## src/rtl/dmem_lsu_ctrl_if.sv

```systemverilog
// CPU request/response and data-memory request/response bundle for dmem_lsu_ctrl.
// slave = the controller's view, master = the CPU/memory environment's view.
interface dmem_lsu_ctrl_if #(
  parameter int WORDSIZE = 32
);
  logic                req_valid;
  logic                req_ready;
  logic                req_we;
  logic [2:0]          req_funct3;
  logic [WORDSIZE-1:0] req_addr;
  logic [WORDSIZE-1:0] req_wdata;
  logic                rsp_valid;
  logic                rsp_ready;
  logic [WORDSIZE-1:0] rsp_rdata;
  logic                rsp_err;
  logic [WORDSIZE-1:0] dmem_addr;
  logic [3:0]          dmem_rmask;
  logic [3:0]          dmem_wmask;
  logic [WORDSIZE-1:0] dmem_wdata;
  logic [WORDSIZE-1:0] dmem_rdata;
  logic                dmem_resp;

  modport slave (
    input  req_valid, req_we, req_funct3, req_addr, req_wdata, rsp_ready, dmem_rdata, dmem_resp,
    output req_ready, rsp_valid, rsp_rdata, rsp_err, dmem_addr, dmem_rmask, dmem_wmask, dmem_wdata
  );

  modport master (
    output req_valid, req_we, req_funct3, req_addr, req_wdata, rsp_ready, dmem_rdata, dmem_resp,
    input  req_ready, rsp_valid, rsp_rdata, rsp_err, dmem_addr, dmem_rmask, dmem_wmask, dmem_wdata
  );
endinterface

```

## src/rtl/dmem_lsu_ctrl.sv

```systemverilog
// Load/store front-end for data_memory: one RISC-V LB/LH/LW/LBU/LHU/SB/SH/SW op in flight.
// Optional WAIT-state timeout is enabled by defining DMEM_TIMEOUT_EN.
module dmem_lsu_ctrl #(
  parameter int WORDSIZE       = 32,
  parameter int TIMEOUT_CYCLES = 16
) (
  input  logic            clk,
  input  logic            rst_n,
  dmem_lsu_ctrl_if.slave  bus
);

  if (WORDSIZE != 32) begin : g_ws_chk
    $error("dmem_lsu_ctrl supports WORDSIZE=32 only");
  end
  if (TIMEOUT_CYCLES < 1) begin : g_to_chk
    $error("dmem_lsu_ctrl needs TIMEOUT_CYCLES >= 1");
  end

  typedef enum logic [1:0] {
    IDLE   = 2'd0,
    ACCESS = 2'd1,
    WAIT   = 2'd2,
    RESP   = 2'd3
  } state_t;

  localparam logic [1:0] SZ_B   = 2'd0;
  localparam logic [1:0] SZ_H   = 2'd1;
  localparam logic [1:0] SZ_W   = 2'd2;
  localparam logic [1:0] SZ_BAD = 2'd3;

  function automatic logic [1:0] size_of(input logic [2:0] f3);
    logic [1:0] sz;
    case (f3)
      3'b000, 3'b100: sz = SZ_B;
      3'b001, 3'b101: sz = SZ_H;
      3'b010:         sz = SZ_W;
      default:        sz = SZ_BAD;
    endcase
    return sz;
  endfunction

  function automatic logic [3:0] lane_mask(input logic [1:0] sz, input logic [1:0] off);
    logic [3:0] m;
    case (sz)
      SZ_B:    m = 4'b0001 << off;
      SZ_H:    m = 4'b0011 << off;
      SZ_W:    m = 4'b1111;
      default: m = 4'b0000;
    endcase
    return m;
  endfunction

  function automatic logic [31:0] store_rep(input logic [1:0] sz, input logic [31:0] wd);
    logic [31:0] r;
    case (sz)
      SZ_B:    r = {4{wd[7:0]}};
      SZ_H:    r = {2{wd[15:0]}};
      default: r = wd;
    endcase
    return r;
  endfunction

  // funct3[2] selects zero-extension; byte/half lanes are first shifted down to bit 0.
  function automatic logic [31:0] load_fmt(input logic [2:0] f3, input logic [1:0] off,
                                           input logic [31:0] rd);
    logic [31:0] sh;
    logic [31:0] r;
    sh = rd >> {off, 3'b000};
    case (size_of(f3))
      SZ_B:    r = {{24{~f3[2] & sh[7]}}, sh[7:0]};
      SZ_H:    r = {{16{~f3[2] & sh[15]}}, sh[15:0]};
      default: r = sh;
    endcase
    return r;
  endfunction

  state_t      state_q, state_d;
  logic        req_ready_q, req_ready_d;
  logic        rsp_valid_q, rsp_valid_d;
  logic        rsp_err_q, rsp_err_d;
  logic [31:0] rsp_rdata_q, rsp_rdata_d;
  logic [31:0] dmem_addr_q, dmem_addr_d;
  logic [3:0]  dmem_rmask_q, dmem_rmask_d;
  logic [3:0]  dmem_wmask_q, dmem_wmask_d;
  logic [31:0] dmem_wdata_q, dmem_wdata_d;
  logic        we_q, we_d;
  logic [2:0]  f3_q, f3_d;
  logic [1:0]  off_q, off_d;
  logic [1:0]  req_sz_s;
  logic        req_bad_s;

`ifdef DMEM_TIMEOUT_EN
  localparam int              CNT_W   = $clog2(TIMEOUT_CYCLES + 1);
  localparam logic [CNT_W-1:0] TO_LAST = CNT_W'(TIMEOUT_CYCLES - 1);
  logic [CNT_W-1:0] cnt_q, cnt_d;
`endif

  // Request decode: size class plus illegal/misaligned classification.
  always_comb begin
    req_sz_s  = size_of(bus.req_funct3);
    req_bad_s = (req_sz_s == SZ_BAD)
              | (bus.req_we & bus.req_funct3[2])
              | ((req_sz_s == SZ_H) & bus.req_addr[0])
              | ((req_sz_s == SZ_W) & (bus.req_addr[1:0] != 2'b00));
  end

  // Next-state and registered-output computation.
  always_comb begin
    state_d      = state_q;
    req_ready_d  = req_ready_q;
    rsp_valid_d  = rsp_valid_q;
    rsp_err_d    = rsp_err_q;
    rsp_rdata_d  = rsp_rdata_q;
    dmem_addr_d  = dmem_addr_q;
    dmem_rmask_d = 4'b0000;
    dmem_wmask_d = 4'b0000;
    dmem_wdata_d = dmem_wdata_q;
    we_d         = we_q;
    f3_d         = f3_q;
    off_d        = off_q;
`ifdef DMEM_TIMEOUT_EN
    cnt_d        = cnt_q;
`endif
    case (state_q)
      IDLE: begin
        req_ready_d = 1'b1;
        if (bus.req_valid && req_ready_q) begin
          req_ready_d = 1'b0;
          we_d        = bus.req_we;
          f3_d        = bus.req_funct3;
          off_d       = bus.req_addr[1:0];
          if (req_bad_s) begin
            state_d     = RESP;
            rsp_valid_d = 1'b1;
            rsp_err_d   = 1'b1;
            rsp_rdata_d = 32'h0000_0000;
          end else begin
            // Memory-side outputs are registered here so they are live for the whole ACCESS cycle.
            state_d      = ACCESS;
            dmem_addr_d  = {bus.req_addr[31:2], 2'b00};
            dmem_wdata_d = store_rep(req_sz_s, bus.req_wdata);
            if (bus.req_we) begin
              dmem_wmask_d = lane_mask(req_sz_s, bus.req_addr[1:0]);
            end else begin
              dmem_rmask_d = lane_mask(req_sz_s, bus.req_addr[1:0]);
            end
          end
        end else begin
          state_d = IDLE;
        end
      end
      ACCESS: begin
        state_d = WAIT;
`ifdef DMEM_TIMEOUT_EN
        cnt_d   = '0;
`endif
      end
      WAIT: begin
        if (bus.dmem_resp) begin
          state_d     = RESP;
          rsp_valid_d = 1'b1;
          rsp_err_d   = 1'b0;
          rsp_rdata_d = we_q ? 32'h0000_0000 : load_fmt(f3_q, off_q, bus.dmem_rdata);
        end
`ifdef DMEM_TIMEOUT_EN
        else if (cnt_q == TO_LAST) begin
          state_d     = RESP;
          rsp_valid_d = 1'b1;
          rsp_err_d   = 1'b1;
          rsp_rdata_d = 32'h0000_0000;
        end else begin
          cnt_d = cnt_q + CNT_W'(1);
        end
`else
        else begin
          state_d = WAIT;
        end
`endif
      end
      RESP: begin
        if (bus.rsp_ready) begin
          state_d     = IDLE;
          req_ready_d = 1'b1;
          rsp_valid_d = 1'b0;
          rsp_err_d   = 1'b0;
          rsp_rdata_d = 32'h0000_0000;
        end else begin
          state_d = RESP;
        end
      end
      default: begin
        state_d     = IDLE;
        req_ready_d = 1'b0;
        rsp_valid_d = 1'b0;
        rsp_err_d   = 1'b0;
        rsp_rdata_d = 32'h0000_0000;
      end
    endcase
  end

  // State and output registers; async reset drops any in-flight op.
  always_ff @(posedge clk or negedge rst_n) begin
    if (!rst_n) begin
      state_q      <= IDLE;
      req_ready_q  <= 1'b0;
      rsp_valid_q  <= 1'b0;
      rsp_err_q    <= 1'b0;
      rsp_rdata_q  <= 32'h0000_0000;
      dmem_addr_q  <= 32'h0000_0000;
      dmem_rmask_q <= 4'b0000;
      dmem_wmask_q <= 4'b0000;
      dmem_wdata_q <= 32'h0000_0000;
      we_q         <= 1'b0;
      f3_q         <= 3'b000;
      off_q        <= 2'b00;
`ifdef DMEM_TIMEOUT_EN
      cnt_q        <= '0;
`endif
    end else begin
      state_q      <= state_d;
      req_ready_q  <= req_ready_d;
      rsp_valid_q  <= rsp_valid_d;
      rsp_err_q    <= rsp_err_d;
      rsp_rdata_q  <= rsp_rdata_d;
      dmem_addr_q  <= dmem_addr_d;
      dmem_rmask_q <= dmem_rmask_d;
      dmem_wmask_q <= dmem_wmask_d;
      dmem_wdata_q <= dmem_wdata_d;
      we_q         <= we_d;
      f3_q         <= f3_d;
      off_q        <= off_d;
`ifdef DMEM_TIMEOUT_EN
      cnt_q        <= cnt_d;
`endif
    end
  end

  assign bus.req_ready  = req_ready_q;
  assign bus.rsp_valid  = rsp_valid_q;
  assign bus.rsp_err    = rsp_err_q;
  assign bus.rsp_rdata  = rsp_rdata_q;
  assign bus.dmem_addr  = dmem_addr_q;
  assign bus.dmem_rmask = dmem_rmask_q;
  assign bus.dmem_wmask = dmem_wmask_q;
  assign bus.dmem_wdata = dmem_wdata_q;

endmodule

```

## src/flat_wrapper.sv

```systemverilog
// flat-port wrapper written by rule: the top's interface ports become plain ports
module dmem_lsu_ctrl_flat 
#(
  parameter int WORDSIZE       = 32,
  parameter int TIMEOUT_CYCLES = 16
)
  (clk, rst_n, bus_req_valid, bus_req_we, bus_req_funct3, bus_req_addr, bus_req_wdata, bus_rsp_ready, bus_dmem_rdata, bus_dmem_resp, bus_req_ready, bus_rsp_valid, bus_rsp_rdata, bus_rsp_err, bus_dmem_addr, bus_dmem_rmask, bus_dmem_wmask, bus_dmem_wdata);
  dmem_lsu_ctrl_if #(.WORDSIZE(WORDSIZE)) bus_i ();
  input  logic clk;
  input  logic rst_n;
  input wire logic [$bits(bus_i.req_valid)-1:0] bus_req_valid;
  input wire logic [$bits(bus_i.req_we)-1:0] bus_req_we;
  input wire logic [$bits(bus_i.req_funct3)-1:0] bus_req_funct3;
  input wire logic [$bits(bus_i.req_addr)-1:0] bus_req_addr;
  input wire logic [$bits(bus_i.req_wdata)-1:0] bus_req_wdata;
  input wire logic [$bits(bus_i.rsp_ready)-1:0] bus_rsp_ready;
  input wire logic [$bits(bus_i.dmem_rdata)-1:0] bus_dmem_rdata;
  input wire logic [$bits(bus_i.dmem_resp)-1:0] bus_dmem_resp;
  output wire logic [$bits(bus_i.req_ready)-1:0] bus_req_ready;
  output wire logic [$bits(bus_i.rsp_valid)-1:0] bus_rsp_valid;
  output wire logic [$bits(bus_i.rsp_rdata)-1:0] bus_rsp_rdata;
  output wire logic [$bits(bus_i.rsp_err)-1:0] bus_rsp_err;
  output wire logic [$bits(bus_i.dmem_addr)-1:0] bus_dmem_addr;
  output wire logic [$bits(bus_i.dmem_rmask)-1:0] bus_dmem_rmask;
  output wire logic [$bits(bus_i.dmem_wmask)-1:0] bus_dmem_wmask;
  output wire logic [$bits(bus_i.dmem_wdata)-1:0] bus_dmem_wdata;
  assign bus_i.req_valid = bus_req_valid;
  assign bus_i.req_we = bus_req_we;
  assign bus_i.req_funct3 = bus_req_funct3;
  assign bus_i.req_addr = bus_req_addr;
  assign bus_i.req_wdata = bus_req_wdata;
  assign bus_i.rsp_ready = bus_rsp_ready;
  assign bus_i.dmem_rdata = bus_dmem_rdata;
  assign bus_i.dmem_resp = bus_dmem_resp;
  assign bus_req_ready = bus_i.req_ready;
  assign bus_rsp_valid = bus_i.rsp_valid;
  assign bus_rsp_rdata = bus_i.rsp_rdata;
  assign bus_rsp_err = bus_i.rsp_err;
  assign bus_dmem_addr = bus_i.dmem_addr;
  assign bus_dmem_rmask = bus_i.dmem_rmask;
  assign bus_dmem_wmask = bus_i.dmem_wmask;
  assign bus_dmem_wdata = bus_i.dmem_wdata;
  dmem_lsu_ctrl #(.WORDSIZE(WORDSIZE), .TIMEOUT_CYCLES(TIMEOUT_CYCLES)) u_core (.clk(clk), .rst_n(rst_n), .bus(bus_i));
endmodule
```

## config.mk

```make
export PLATFORM = sky130hd
export DESIGN_NAME = dmem_lsu_ctrl_flat
export DESIGN_NICKNAME = d
export VERILOG_FILES = /design/src/rtl/dmem_lsu_ctrl_if.sv /design/src/rtl/dmem_lsu_ctrl.sv /design/src/flat_wrapper.sv
export SDC_FILE = /design/constraint.sdc
export NUM_CORES = 1
export LEC_CHECK = 0
export BUFFER_PORTS_ARGS = -buffer_cell sky130_fd_sc_hd__clkbuf_2
export CORE_MARGIN = 2
export CORE_UTILIZATION = 52
export CTS_CLUSTER_DIAMETER = 40
export DETAILED_ROUTE_END_ITERATION = 6
export PLACE_DENSITY = 0.95
export SYNTH_ARGS = -nofsm -noshare
export SYNTH_HDL_FRONTEND = slang
export SYNTH_SLANG_ARGS = --single-unit
export TNS_END_PERCENT = 1
```

## constraint.sdc

```tcl
create_clock -name clk -period 2.9 [get_ports clk]
set_clock_uncertainty 0.15 [all_clocks]
set_input_delay 0.145 -clock clk [delete_from_list [all_inputs] [get_ports clk]]
set_output_delay 0.145 -clock clk [all_outputs]
set_load 0.05 [all_outputs]
```

==> results.md, run 1 <==
- Status: finished, final reports clean
- Grt ovf: 0
- Drt total wl: 19,650 um
- Worst path max stage delay: 0.63 ns
- H-tree Lvls: 4
- Die H: 104.6 um
- Slew headroom: 0.4023
- Share of cells above drive strength 1: 0.4066
- RSZ-0062 raised after global routing: no
- Number of fill cells in the layout: 494
- Register area share after synthesis: 0.5372
- Placer Congestion: 0.9560
- Clock network power share: 0.227
- Row count: 36
- Hpwl dp: 9924 um
- P&R area growth vs syn: 57.33%
- Clk Latency, worst-skew pair: 0.51 ns
- Synth top area share: 0.5372
- Post-synth cell types: 38
- Critical Path AT: 2.88 ns
- Starting Density: 0.5361
- CP Capture Type: flip-flop
- Ys Warns: 0
- Clock buffer depth: 2
- Hold Violations, Final: 0
- Max VDD drop: 831.2 uV
- Total CTS buffers: 17
- Psw: 4.793 mW
- Prevailing post-synth register cell: dfrtp_1
- Routed Antenna Nets: 0
- Crit Path Max Fanout: 17
- Slowest CP cell: dlygate4sd3_1
- Final worst path period need: 2.638 ns
- First-pass GRT wire length: 30,460 um
- Pwr dens: 1225 nW/um^2
- Root Driver: clkbuf_8
- Total core area: 9819 um^2
- Clock slew at reported path FFs: 0.05 ns
- Worst endpoint required time: 3.14 ns
- Post-route setup TNS: 0 ns
- Worst setup path category: flip-flop to flip-flop
- Critical Path Start Type: flip-flop
- N_diodes: 0
- Met3 GRT Util: 0.09295
- Logic pwr share: 0.496
- Area contributors post-synth: dfrtp_1, mux2_4, mux2i_1
- Seq pwr share: 0.276
- #FFs+latches synth: 113
- Die ar.: 10,940 um^2
- Final setup vio count: 0
- DR WL/cell: 21.36 um
- Syn Inst Count: 447
- Post-synth EDFFs: 0
- DR vias: 5,316
- Final period utilization: 0.9098
- FF/Latch Area: 2828 um^2
- P_int: 5.348 mW
- Largest net degree at the start of global routing: 60
- Area of the multi-input gates: 2277 um^2
- Least-Margin Pin Slew: 0.8943 ns
- LEAKAGE: 4.309 nW
- Cell taking the most area after synthesis: dfrtp_1
- Mapped cell area: 5264 um^2
- Ports: 212
- TritonRoute pass-1 iters: 6
- CTS sink cnt: 113
- Crit path cell chain: buf_4 > mux2_2 > a221oi_1 > dlygate4sd3_1 > o21ai_0
- Syn Area/Cell: 11.78 um^2
- Port bufs: 209
- Fmax: 379.0 MHz
- GRT Util Overall: 0.3632
- Placement Setup Slack: 0.6546 ns
- DRC Markers: 0
- CTS tree: built
- Max_cap viols: 0
- Drt initial violations: 431
- Met1 Use GR: 0.4037
- Die Wd: 104.6 um
- Initial antenna violation count: 0
- Final-report max-slew violation count: 0
- Hold crit path type: primary input to flip-flop
- Vias in the first global route: 5,668
- Grt peak-use layer: met2
- M2 GR Usage: 0.6232
- Fin worst setup slack: 0.2617 ns
- Routed vias/inst: 5.778
- Ys async rst share: 1.000
- Final layout net count: 880
- Switching share of power: 0.4726
[state kept, by name (all words and copies together) (netlist names)]
name / flops
u_core.bus.rsp_valid: 1
u_core.off_q: 2
u_core.bus.req_ready: 1
u_core.bus.rsp_rdata: 32
u_core.bus.rsp_err: 1
u_core.bus.dmem_wmask: 4
u_core.we_q: 1
u_core.f3_q: 3
u_core.bus.dmem_addr: 30
u_core.state_q: 2
u_core.bus.dmem_rmask: 4
u_core.bus.dmem_wdata: 32
[per-stage QoR]
step	std cells	power, mW	util	hold WS (ns)	area [um^2]
2_1_floorplan	448	6.150	-	-0.3006	5268
3_3_place_gp	771	7.138	0.6555	0.09130	6436
3_5_place_dp	771	7.264	0.6555	0.1059	6436
4_1_cts	920	9.836	0.8420	0.001970	8268
5_1_grt	920	10.48	0.8434	0.06277	8282
6_report	920	10.14	0.8434	0.06256	8282
[cell usage in the layout (no fill, tap or decap), types with 2 or more instances in the layout]
master / instances
dlygate4sd3_1: 118
mux2_4: 38
buf_4: 12
mux2i_1: 34
clkbuf_16: 16
mux2_2: 22
nand2_1: 61
conb_1: 2
dfrtp_1: 113
clkinvlp_4: 3
nand3_1: 2
nor3_1: 9
nor2_1: 31
buf_12: 2
a22oi_1: 16
a21oi_1: 19
clkbuf_2: 208
bufinv_16: 5
o21ai_0: 39
inv_1: 2
clkbuf_8: 5
a221oi_1: 7
[repair_timing]
item	4_1_cts	5_1_grt
hold endpoints to repair	170	0
endpoints found under the setup margin	0	1
gates resized for setup	0	2
setup buffers	0	0
hold buffers	118	0
[area by class of cell]
cell class / count / share of cell area
well taps: 133 / 0.02009
repair buffers: 340 / 0.2840
inverters: 2 / 0.0009065
multi-input cells: 301 / 0.2750
clock buffers: 22 / 0.05711
clock inverters: 9 / 0.02145
flip-flops and latches: 113 / 0.3414
[path summary, 6_finish.rpt]
check | to | cells after the start | from | slack, ns
hold / removal | u_core.bus.rsp_err$_DFFE_PN0P_ | 3 | bus_req_funct3[1] | 0.06
min in group asynchronous | u_core.bus.rsp_rdata[2]$_DFFE_PN0P_ | 2 | rst_n | 0.10
max in group asynchronous | u_core.bus.dmem_wdata[3]$_DFFE_PN0P_ | 3 | rst_n | 1.74
hold reg to reg | u_core.bus.rsp_rdata[7]$_DFFE_PN0P_ | 2 | u_core.bus.rsp_rdata[7]$_DFFE_PN0P_ | 0.34
setup reg to reg | u_core.bus.rsp_rdata[10]$_DFFE_PN0P_ | 5 | u_core.off_q[1]$_DFFE_PN0P_ | 0.26
setup / recovery | u_core.bus.rsp_rdata[10]$_DFFE_PN0P_ | 5 | u_core.off_q[1]$_DFFE_PN0P_ | 0.26
[critical path: cells and delay by family (launching register included)]
family / cells / cell delay, ns
buffers and inverters: 2 / 0.96
AO/OA/AOI/OAI: 2 / 0.49
flip-flops: 1 / 0.48
multiplexers: 1 / 0.41
[power by group through the flow]
stage | sequential [mW] | combinational, mW | clock (mW)
after floorplan | 4.77 | 1.38 | 0
after global placement | 2.69 | 4.45 | 0
after detailed placement | 2.73 | 4.53 | 0
after CTS | 2.73 | 4.82 | 2.28
after global routing | 2.86 | 5.22 | 2.39
final | 2.80 | 5.03 | 2.31
[routing by layer]
metal	vias up	routed length, um
met4	0	1321
met3	130	1425
met2	390	9974
met1	2556	6933
li1	2240	-
met5	-	0
[cells in the mapped netlist, drive strengths merged, types with 2 or more instances]
cell and number:
nor3b 2, mux2 60, nor4b 2, nand3 2, nand2 61, dfrtp 113, a221oi 7, clkbuf 13
buf 19, inv 2, nor2 31, o21ai 40, a21oi 19, mux2i 34, a22oi 16, nor3 9
[kinds of logic (layout without fill, tap and decap cells)]
family          count (synthesis)  in the layout  synth area share
flops                         113            113            0.5372
mux                            95             95            0.2244
buf+inv                        34            373           0.03589
xor+xnor                        1              1          0.001664
simple gates                  112            112           0.09365
other cells                     1              2         0.0007124
compound gates                 91             91            0.1065
(Power assumes the default switching activity.)
==> inputs of run 2 (changes only) <==
- CORE_UTILIZATION: 52 -> 44
- PLACE_DENSITY: 0.95 -> 0.88
- clock period: 2.9 -> 2.3 ns (I/O delays scaled with it)
==> run 2 against run 1 <==
Against the previous run:
- flip-flop and latch count did not move
- non-clock buffer count fell by 15
- combinational power rose by 21%
- sequential share of layout area rose by 0.74 points
- largest cell class unchanged
- largest power group unchanged
==> results.md, run 2 (synthesis results as in run 1) <==
- Area of the multi-input gates: 2268 um^2
- Clock buffer depth: 2
- P&R area growth vs syn: 53.98%
- Post-route setup TNS: 0 ns
- Row count: 39
- R2r setup slk: 0.17 ns
- Critical Path Start Type: flip-flop
- TritonRoute pass-1 iters: 5
- Fmax: 470.4 MHz
- Commonest cells after routing, fill and taps aside: clkbuf_2, dfrtp_1, dlygate4sd3_1
- CTS tree: built
- Drt total wl: 17,480 um
- Max_cap viols: 0
- Initial antenna violation count: 2
- Number of fill cells in the layout: 733
- Clock slew at reported path FFs: 0.05 ns
- Worst reg2reg path depth: 6
- Routed vias/inst: 5.534
- Max VDD drop: 851.3 uV
- H-tree Lvls: 4
- Hold crit path type: primary input to flip-flop
- Total CTS buffers: 17
- Grt ovf: 0
- Pwr dens: 1519 nW/um^2
- Starting Density: 0.4552
- R2r endpoint: u_core.bus.rsp_rdata[28]$_DFFE_PN0P_
- Hpwl dp: 10,140 um
- Die Wd: 113.4 um
- Ports: 212
- Root Driver: clkbuf_16
- DR WL/cell: 19.06 um
- CTS sink cnt: 113
- Status: finished, final reports clean
- Final setup vio count: 0
- Largest net degree at the start of global routing: 81
- Critical Path AT: 2.25 ns
- Reg-to-reg critical path startpoint: u_core.state_q[0]$_DFF_PN0_
- Placer Congestion: 0.9777
- Final worst path period need: 2.126 ns
- Worst setup path category: flip-flop to flip-flop
- Non-Filler Instances: 917
- Post-CTS setup buffers: 0
- RSZ-0062 raised after global routing: no
- LEAKAGE: 4.241 nW
- Final-report max-slew violation count: 0
- Hold Violations, Final: 0
- Least-Margin Pin Slew: 0.5444 ns
- Worst endpoint required time: 2.43 ns
- DR vias: 5,075
- Clk Latency, worst-skew pair: 0.40 ns
- Commonest non-fill, non-tap cell in the layout: clkbuf_2
- First-pass GRT wire length: 27,690 um
- Die ar.: 12,850 um^2
- Port bufs: 209
- Crit Path Max Fanout: 34
- DRC Markers: 0
- Hold Startpoint: bus_dmem_rdata[10]
- Drt initial violations: 474
- FF/Latch Area: 2828 um^2
- Final layout net count: 865
- Hold Path End: u_core.bus.rsp_rdata[2]$_DFFE_PN0P_
- Share of cells above drive strength 1: 0.4210
- GRT Util Overall: 0.2763
- Placed Instances: 786
- Final period utilization: 0.9242
- Total core area: 11,560 um^2
- Die H: 113.4 um
- Slew headroom: 0.6355
- Hold depth: 4
- CP Capture Type: flip-flop
- Routed Antenna Nets: 0
- Vias in the first global route: 5,418
## run 2: area by class of cell
class / instances / area share
diodes: 2 / 0.0006175
multi-input cells: 301 / 0.2799
well taps: 143 / 0.02207
clock buffers: 21 / 0.05804
inverters: 2 / 0.0009262
repair buffers: 325 / 0.2701
flip-flops and latches: 113 / 0.3489
clock inverters: 10 / 0.01945
## run 2: worst max-delay path by stage
stage / from / end / slack (ns)
floorplan: u_core.bus.req_ready$_DFFE_PN0P_ / u_core.bus.rsp_rdata[19]$_DFFE_PN0P_ / 0.18
global placement: bus_req_funct3[0] / u_core.bus.dmem_addr[23]$_DFFE_PN0P_ / 0.37
detailed placement: u_core.off_q[1]$_DFFE_PN0P_ / u_core.bus.rsp_rdata[14]$_DFFE_PN0P_ / 0.27
CTS: u_core.off_q[1]$_DFFE_PN0P_ / u_core.bus.rsp_rdata[9]$_DFFE_PN0P_ / 0.23
global route: u_core.state_q[0]$_DFF_PN0_ / u_core.bus.rsp_rdata[28]$_DFFE_PN0P_ / 0.04
finish: u_core.state_q[0]$_DFF_PN0_ / u_core.bus.rsp_rdata[28]$_DFFE_PN0P_ / 0.17
## run 2: worst max-delay path, stage by stage (launching register included)
cell and delay [ns]:
dfrtp_1 0.47, nor4bb_2 0.37, buf_4 0.24, a32oi_2 0.11
buf_4 0.26, a22oi_1 0.29, nand2_1 0.10
## run 2: layer usage
metal  global-route usage  routed length [um]  vias to the layer above
li1                     -                   -                     2214
met1               0.3112                6504                     2449
met2               0.4822                8999                      327
met3              0.06004                1027                       85
met4               0.1642                 944                        0
met5                    0                   0                        -
## run 2: metrics by stage
step           power (mW)  hold WS (ns)  worst slack, ns  utilization  instance area (um^2)
6_report            12.31       0.03251           0.1743       0.7009                  8105
2_1_floorplan       7.754       -0.3306           0.1817            -                  5268
4_1_cts             12.18      0.006117           0.2286       0.7000                  8095
5_1_grt             12.81       0.04313          0.03629       0.7009                  8105
3_5_place_dp        9.203      -0.09118           0.2667       0.5609                  6486
3_3_place_gp        9.038      -0.09598           0.3690       0.5609                  6486
## run 2: what timing repair did
| item | in CTS | in global routing |
|---|---|---|
| gates resized for setup | 0 | 1 |
| endpoints found under the setup margin | 0 | 2 |
| hold endpoints to repair | 217 | 0 |
| hold buffers | 98 | 0 |
## run 2: power by group
group          switching, mW  internal, mW
Combinational           4.31          1.79
Clock                  0.889          1.89
Sequential             0.604          2.83
